## src/rtl/demux1to8_32_pkg.sv

```systemverilog
// ---------------------------------------------------------------------------
// demux1to8_32_pkg
// Shared constants for the 1-to-8 write distributor and its 8:1 read-mux
// counterpart. Both blocks import this package so that channel count, select
// width and the default word width can only ever be defined in one place.
//   NCH        : number of channels / output slots
//   SELW       : width of the channel select
//   DW_DEFAULT : default data width of one word
// ---------------------------------------------------------------------------
package demux1to8_32_pkg;

  localparam int NCH        = 8;
  localparam int SELW       = 3;
  localparam int DW_DEFAULT = 32;

endpackage

```

## src/rtl/demux1to8_32_slot.sv

```systemverilog
// ---------------------------------------------------------------------------
// demux1to8_32_slot
// One single-entry output slot of the distributor: a data register and a
// full flag. A load always wins over a drain, so a word arriving in the same
// cycle the consumer takes the old one simply replaces it with no bubble.
// The data register is never cleared by a drain; it keeps its last value.
// Ports:
//   clk   : rising-edge clock
//   rst   : synchronous, active-high reset (empties slot, clears data)
//   load  : write d into the slot this cycle
//   drain : consumer takes the held word this cycle
//   d     : incoming word
//   q     : slot data, registered
//   full  : slot holds a word, registered
// ---------------------------------------------------------------------------
module demux1to8_32_slot
  import demux1to8_32_pkg::*;
#(
  parameter int DW = DW_DEFAULT
) (
  input  logic          clk,
  input  logic          rst,
  input  logic          load,
  input  logic          drain,
  input  logic [DW-1:0] d,
  output logic [DW-1:0] q,
  output logic          full
);

  logic [DW-1:0] data_q, data_d;
  logic          full_q, full_d;

  // Next-state for the slot: a load captures the word and marks the slot
  // full even if it is being drained this cycle; a drain with no load only
  // drops the full flag and leaves the data untouched.
  always_comb begin
    data_d = data_q;
    full_d = full_q;
    if (load) begin
      data_d = d;
      full_d = 1'b1;
    end else if (drain) begin
      full_d = 1'b0;
    end
  end

  // Slot state registers; reset discards any held word without draining.
  always_ff @(posedge clk) begin
    if (rst) begin
      data_q <= '0;
      full_q <= 1'b0;
    end else begin
      data_q <= data_d;
      full_q <= full_d;
    end
  end

  assign q    = data_q;
  assign full = full_q;

endmodule

```

## src/rtl/demux1to8_32.sv

```systemverilog
// ---------------------------------------------------------------------------
// demux1to8_32
// Buffered 1-to-8 distributor for data words. The producer presents a word
// and a channel select; the word is steered into one of eight single-entry
// slots, each with its own valid/ready handshake toward its consumer.
// Optional feature macro: DEMUX_BCAST_EN adds the bcast port, which loads
// the word into all eight slots at once.
// Ports:
//   clk       : rising-edge clock
//   rst       : synchronous, active-high reset
//   sel       : destination channel index
//   i         : input word
//   in_valid  : producer has a word
//   in_ready  : block accepts the word this cycle (combinational)
//   o0..o7    : slot data, registered
//   o_valid   : bit k set when slot k holds a word
//   o_ready   : bit k set when consumer k takes slot k this cycle
//   xfer_cnt  : count of accepted input words, wraps
//   bcast     : broadcast request (only with DEMUX_BCAST_EN)
// ---------------------------------------------------------------------------
module demux1to8_32
  import demux1to8_32_pkg::*;
#(
  parameter int DW   = DW_DEFAULT,
  parameter int CNTW = 16
) (
  input  logic            clk,
  input  logic            rst,
  input  logic [SELW-1:0] sel,
  input  logic [DW-1:0]   i,
  input  logic            in_valid,
  output logic            in_ready,
  output logic [DW-1:0]   o0,
  output logic [DW-1:0]   o1,
  output logic [DW-1:0]   o2,
  output logic [DW-1:0]   o3,
  output logic [DW-1:0]   o4,
  output logic [DW-1:0]   o5,
  output logic [DW-1:0]   o6,
  output logic [DW-1:0]   o7,
  output logic [NCH-1:0]  o_valid,
  input  logic [NCH-1:0]  o_ready,
  output logic [CNTW-1:0] xfer_cnt
`ifdef DEMUX_BCAST_EN
  ,
  input  logic            bcast
`endif
);

  logic [NCH-1:0] full;
  logic [NCH-1:0] loadVec;
  logic [NCH-1:0] drainVec;
  logic [NCH-1:0] selOneHot;
  logic [DW-1:0]  slotData [NCH];
  logic           selReady;
  logic           xfer;
  logic [CNTW-1:0] cnt_q, cnt_d;

  // A channel can take a new word when it is empty or when its consumer is
  // emptying it this very cycle, which is what lets a slot stream one word
  // per cycle. With broadcast, every channel must satisfy that at once.
  always_comb begin
    selReady  = ~full[sel] | o_ready[sel];
    selOneHot = {{(NCH-1){1'b0}}, 1'b1} << sel;
`ifdef DEMUX_BCAST_EN
    if (bcast) begin
      in_ready = &(~full | o_ready);
    end else begin
      in_ready = selReady;
    end
`else
    in_ready = selReady;
`endif
  end

  // The load vector is only non-zero on an actual transfer; drains are
  // qualified by the slot actually holding a word.
  always_comb begin
    xfer = in_valid & in_ready;
`ifdef DEMUX_BCAST_EN
    if (!xfer) begin
      loadVec = '0;
    end else if (bcast) begin
      loadVec = '1;
    end else begin
      loadVec = selOneHot;
    end
`else
    loadVec = xfer ? selOneHot : '0;
`endif
    drainVec = full & o_ready;
  end

  // Eight identical slots, each handling its own load/drain interplay.
  for (genvar k = 0; k < NCH; k++) begin : gSlot
    demux1to8_32_slot #(
      .DW(DW)
    ) uSlot (
      .clk  (clk),
      .rst  (rst),
      .load (loadVec[k]),
      .drain(drainVec[k]),
      .d    (i),
      .q    (slotData[k]),
      .full (full[k])
    );
  end

  // Transfer counter for debug; wraps naturally at the counter width.
  always_comb begin
    cnt_d = xfer ? cnt_q + 1'b1 : cnt_q;
  end

  always_ff @(posedge clk) begin
    if (rst) begin
      cnt_q <= '0;
    end else begin
      cnt_q <= cnt_d;
    end
  end

  assign xfer_cnt = cnt_q;
  assign o_valid  = full;
  assign o0 = slotData[0];
  assign o1 = slotData[1];
  assign o2 = slotData[2];
  assign o3 = slotData[3];
  assign o4 = slotData[4];
  assign o5 = slotData[5];
  assign o6 = slotData[6];
  assign o7 = slotData[7];

endmodule

```

## config.mk

```make
export PLATFORM = sky130hd
export DESIGN_NAME = demux1to8_32
export DESIGN_NICKNAME = d
export VERILOG_FILES = /design/src/rtl/demux1to8_32_pkg.sv /design/src/rtl/demux1to8_32_slot.sv /design/src/rtl/demux1to8_32.sv
export SDC_FILE = /design/constraint.sdc
export NUM_CORES = 1
export LEC_CHECK = 0
export CAP_MARGIN = 20
export CORE_ASPECT_RATIO = 1.25
export CORE_MARGIN = 2
export CORE_UTILIZATION = 40
export CTS_BUF_LIST = sky130_fd_sc_hd__clkbuf_2 sky130_fd_sc_hd__clkbuf_4 sky130_fd_sc_hd__clkbuf_8
export DETAILED_ROUTE_END_ITERATION = 6
export PLACE_DENSITY = 0.66
export SLEW_MARGIN = 20
export SYNTH_ARGS = -nofsm -noshare
export SYNTH_HDL_FRONTEND = slang
export SYNTH_SLANG_ARGS = --single-unit
```

## constraint.sdc

```tcl
create_clock -name clk -period 6.6 [get_ports clk]
set_input_delay 1.32 -clock clk [delete_from_list [all_inputs] [get_ports clk]]
set_output_delay 1.32 -clock clk [all_outputs]
set_load 0.02 [all_outputs]
```

# After elaboration in Yosys (flattened, before gate mapping)
# Index checks and enable logic that the tools add are counted.
[totals] ff_bits=280 input_bits=46 out_inout_bits=281 word_cells=53
[op_classes] addsub=1 magnitude_cmp=1 shift=1 muxes=21 n_bitwise=4 reduce_logical=8
[op_table] op="$mux W1" count=18
[op_table] op="$add A16 B1 Y16 const B" count=1
[op_table] op="$reduce_bool A2 Y1" count=8
[op_table] op="$and A8 B8 Y8" count=1
[op_table] op="$mux W8" count=1
[op_table] op="$shl A1 B3 Y8 const A" count=1
[op_table] op="$bmux W1 S3" count=2
[op_table] op="$lt A3 B4 Y1 const B" count=1
[op_table] op="$and A1 B1 Y1" count=1
[op_table] op="$not A1 Y1" count=1
[op_table] op="$or A1 B1 Y1" count=1

# Longest topological paths before layout
# Gate-level depths: netlist (run 1).
[logic_depth] depth_word=7 mapped_depth=9 ltp_nobuf=5

# Hierarchy
# Synthesis (run 1) repeated with hierarchy kept, for this count alone.
[hier_totals] cells_unflattened=998 area_unflattened_um2=10702.8
[by_module_without_submodules] mod="demux1to8_32_slot" n_inst=8 cells_each=108 area_per_inst_um2=1204.9 seq_area_each_um2=660.6
[by_module_without_submodules] mod="demux1to8_32" n_inst=1 cells_each=134 area_per_inst_um2=1063.5 seq_area_each_um2=320.3

# Worst setup path after synthesis (run 1)
# Ideal clock, no wire load.
[synth_path] kind="input to output" from="input port sel[1]" to="output port in_ready" arrival_ps=2712 t_required_ps=5280 setup_slack_ps=2568 stages=8 path_buffers=4 cell_sequence="buf_6 mux2_4 o22a_1 buf_6 o22ai_4 buf_4 buf_6 inv_2"
[synth_via] elab_chain_len=4 elab_cells_between_ends=6 cone_classes="mux (4); bitwise (2)"
[synth_lines] item="start: declaration" line="demux1to8_32.sv:29" text="input logic [SELW-1:0] sel,"
[synth_lines] item="$bmux W1 S3" line="demux1to8_32.sv:63" text="selReady = ~full[sel] | o_ready[sel];"
[synth_lines] item="$mux W1 (not written as such)" line="demux1to8_32.sv:63"
[synth_lines] item="$not A1 Y1" line="demux1to8_32.sv:63"
[synth_lines] item="$or A1 B1 Y1 *" line="demux1to8_32.sv:63"
[synth_lines] item="end: declaration" line="demux1to8_32.sv:32" text="output logic in_ready,"
# Every way passes the cells marked *; elsewhere a longest branch is shown, timed or not. The select of a mux whose other input is x is not followed.

# Final worst setup path (run 1)
# Ends and elaborated chain as after synthesis.

==> impl_metrics.yaml, run 1 <==
critical_path:
  cp.required_ps: 5280
  crit_path_end_kind: "primary output"
  critical_path_arrival_ps: 4330
  start_kind: "input pin"
  cp_max_fo: 27
  crit_type: "in -> out"
detailed_routing:
  routed_wl_um: 30100
  vias_per_cell: 4.84
  drc: 0
  vias: 8124
  wl_per_cell_um: 18.0
  ant_nets: 0
  drtPass1Iterations: 4
  drtIter0Drc: 289
sta:
  maxSlewViolCount: 0
  timing.final.crit_share_pct: 85.6
  finalSetupTns_ps: 0
  grt_setup_unrepaired: "no"
  min_period_ps: 5650
  tightest_slew_ps: 1140
  finalClockSkew_ps: 13.7
  hold_violations: 0
  slew_headroom_pct: 23.9
  setup_violations: 0
  hold_ws_ps: 480
  max_freq_mhz: 177
logic_synthesis:
  syn_area_per_cell_um2: 10.5
  yosysMostFrequentCell: "dfxtp_1"
  synth_edf_count: 0
  netlist_area_um2: 10700
  synthArstFlopShare_pct: 0
  synthTopCellsByCount: "280 x dfxtp_1, 266 x nor2_1, 262 x mux2i_1"
  synth-seq-cells: 280
  yosysWarnings: 0
  synth_cells: 1018
  synth_cell_types: 32
  syn-num-nets: 1065
  yosysTopAreaCellShare_pct: 52.2
  ys_seq_area_share_pct: 52.2
  ys.flop_type: "dfxtp_1"
  yosysTopAreaCell: "dfxtp_1"
  synth_area_leaders: "dfxtp_1 52%, mux2i_1 24%, nor2_1 9.3%, buf_6 2.9%, clkbuf_1 2.2%"
clock_network:
  hold_buffers: 0
  cts_buffers: 46
  h-tree-depth: 2
  numClockSinks: 280
  clk_latency_ps: 550
  clk_path_buf_depth: 3
  ctsRootBufferMaster: "clkbuf_8"
  post_cts_buffers: 0
  cts_resized: 0
  cts_tree: "yes"
  clkTransAtPathRegs_ps: 60
layout:
  num_antenna_cells: 0
  fin_nets: 1346
  syn2layout_area_growth_pct: 38.4
  fillers: 2352
  drive_gt1_share_pct: 8.18
die:
  die_y_um: 187
  num_rows: 67
  die_x_um: 150
  core_region_area_um2: 26600
  die_area_um2: 28200
  ioPinCount: 327
  start_util_pct: 40.4
placed_design:
  gp_congestion: 0.803
  io_buffers: 326
  place_hpwl_um: 20300
power:
  power_switching_w: 0.000878
  powerDensity_nw_per_um2: 244
  power_switching_share_pct: 24.2
  internal-power_w: 0.00275
  seqPwrFrac_pct: 48.1
  power.leakage_nw: 7.07
  pwr-share-comb_pct: 9.0
  ir_drop_uv: 150
  power_frac_clock_pct: 42.9
global_routing:
  overflow: 0
  grt_util_all_layers_pct: 20.9
  grt_pass1_vias: 7703
  grt_pass1_wl_um: 46000
  grt_antenna_before_repair: 0
  grt_max_degree: 167
min_path:
  hold_path.class: "reg -> reg"
status:
  outcome: "completed"
run:
  max_cap_viol_count: 0
[final cells by class]
class / count / area (um^2) / area share, %
flip-flops and latches: 280 / 5610 / 37.7
multi-input cells: 633 / 4480 / 30.1
repair buffers: 337 / 3370 / 22.7
clock buffers: 77 / 928 / 6.25
well taps: 345 / 432 / 2.91
clock inverters: 5 / 33.8 / 0.227
inverters: 1 / 3.75 / 0.0253
[state kept, by name, indices dropped and copies added, names as in the netlist]
| signal | count |
|---|---|
| xfer_cnt | 16 |
| gSlot.uSlot.q | 256 |
| gSlot.uSlot.full | 8 |
[kinds of logic (layout without fill, tap and decap cells)]
group | count (synthesis) | after routing | synth area share (%)
and+or+nand+nor | 317 | 317 | 12.2
AOI/OAI and AO/OA | 46 | 46 | 4.28
muxes | 268 | 268 | 25.1
buffers and inverters | 105 | 420 | 6.03
adders and majority gates | 1 | 1 | 0.117
DFF | 280 | 280 | 52.2
xor gates and xnor gates | 1 | 1 | 0.0816
[power groups by stage]
stage                     Sequential, W  Clock [W]  Combinational [W]
after floorplan                 0.00182          0           0.000157
after global placement          0.00178          0           0.000327
after detailed placement        0.00178          0           0.000328
after CTS                       0.00175    0.00160           0.000330
after global routing            0.00175    0.00168           0.000348
final                           0.00175    0.00156           0.000326
[through the flow]
step,cell area (um^2),instances,power (W),setup slack (ps),util (%)
after global placement,13900,1596,0.00211,1000,52.3
final,14900,1678,0.00363,954,55.9
after CTS,14900,1678,0.00368,960,55.9
after floorplan,10700,1018,0.00198,2570,-
after detailed placement,13900,1596,0.00211,979,52.3
after global routing,14900,1678,0.00378,820,55.9
[worst paths after layout]
| kind | cells after the start | start | to | slack, ps |
|---|---|---|---|---|
| hold / removal | 2 | xfer_cnt[15]$_SDFFE_PP0P_ | xfer_cnt[15]$_SDFFE_PP0P_ | 480 |
| setup / recovery | 6 | sel[1] | in_ready | 950 |
| setup reg to reg | 6 | gSlot[1].uSlot.full$_SDFFE_PP0P_ | gSlot[4].uSlot.q[17]$_SDFFE_PP0P_ | 3930 |
| hold reg to reg | 2 | xfer_cnt[15]$_SDFFE_PP0P_ | xfer_cnt[15]$_SDFFE_PP0P_ | 480 |
[cells in the final DEF (no fill, tap or decap), types with 2 or more instances in the layout]
master,count
clkdlybuf4s50_1,325
dfxtp_1,280
nor2_1,266
mux2i_1,262
clkbuf_8,57
a21oi_1,21
clkbuf_4,21
nand2b_1,12
buf_4,9
nand2_1,8
o221ai_4,8
o31ai_1,8
or4_1,8
or3_1,7
nand4_1,5
o21ai_1,5
nand3_1,4
mux2_1,3
nor3_1,3
clkinv_2,3
mux2_2,2
and4_1,2
buf_12,2
[layer usage]
| layer | vias up | routed length (um) | part of all wire, % | global-route usage, % |
|---|---|---|---|---|
| met1 | 3878 | 12100 | 40 | 24.5 |
| met3 | 44 | 2100 | 7.0 | 5.98 |
| met2 | 227 | 15300 | 51 | 36.8 |
| li1 | 3975 | - | - | - |
| met4 | 0 | 639 | 2.1 | 5.70 |
| met5 | - | 0 | 0 | 0 |
[worst max-delay path, cell delays in order]
cell	delay, ps
clkdlybuf4s50_1	780
mux2_1	240
a2bb2oi_2	850
o22ai_4	420
inv_2	110
clkdlybuf4s50_1	600
Note: power is estimated with default switching activity, not from simulation.
==> inputs of run 2 (changes only) <==
--- a/config.mk
+++ b/config.mk
@@ -5,6 +5,7 @@
 export SDC_FILE = /design/constraint.sdc
 export NUM_CORES = 1
 export LEC_CHECK = 0
+export ABC_AREA = 0
 export CAP_MARGIN = 20
 export CORE_ASPECT_RATIO = 1.25
 export CORE_MARGIN = 2
@@ -16,3 +17,4 @@
 export SYNTH_ARGS = -nofsm -noshare
 export SYNTH_HDL_FRONTEND = slang
 export SYNTH_SLANG_ARGS = --single-unit
+export TNS_END_PERCENT = 10
==> results of run 2 <==
The final DEF is identical to that of run 1; final timing and power are the same.
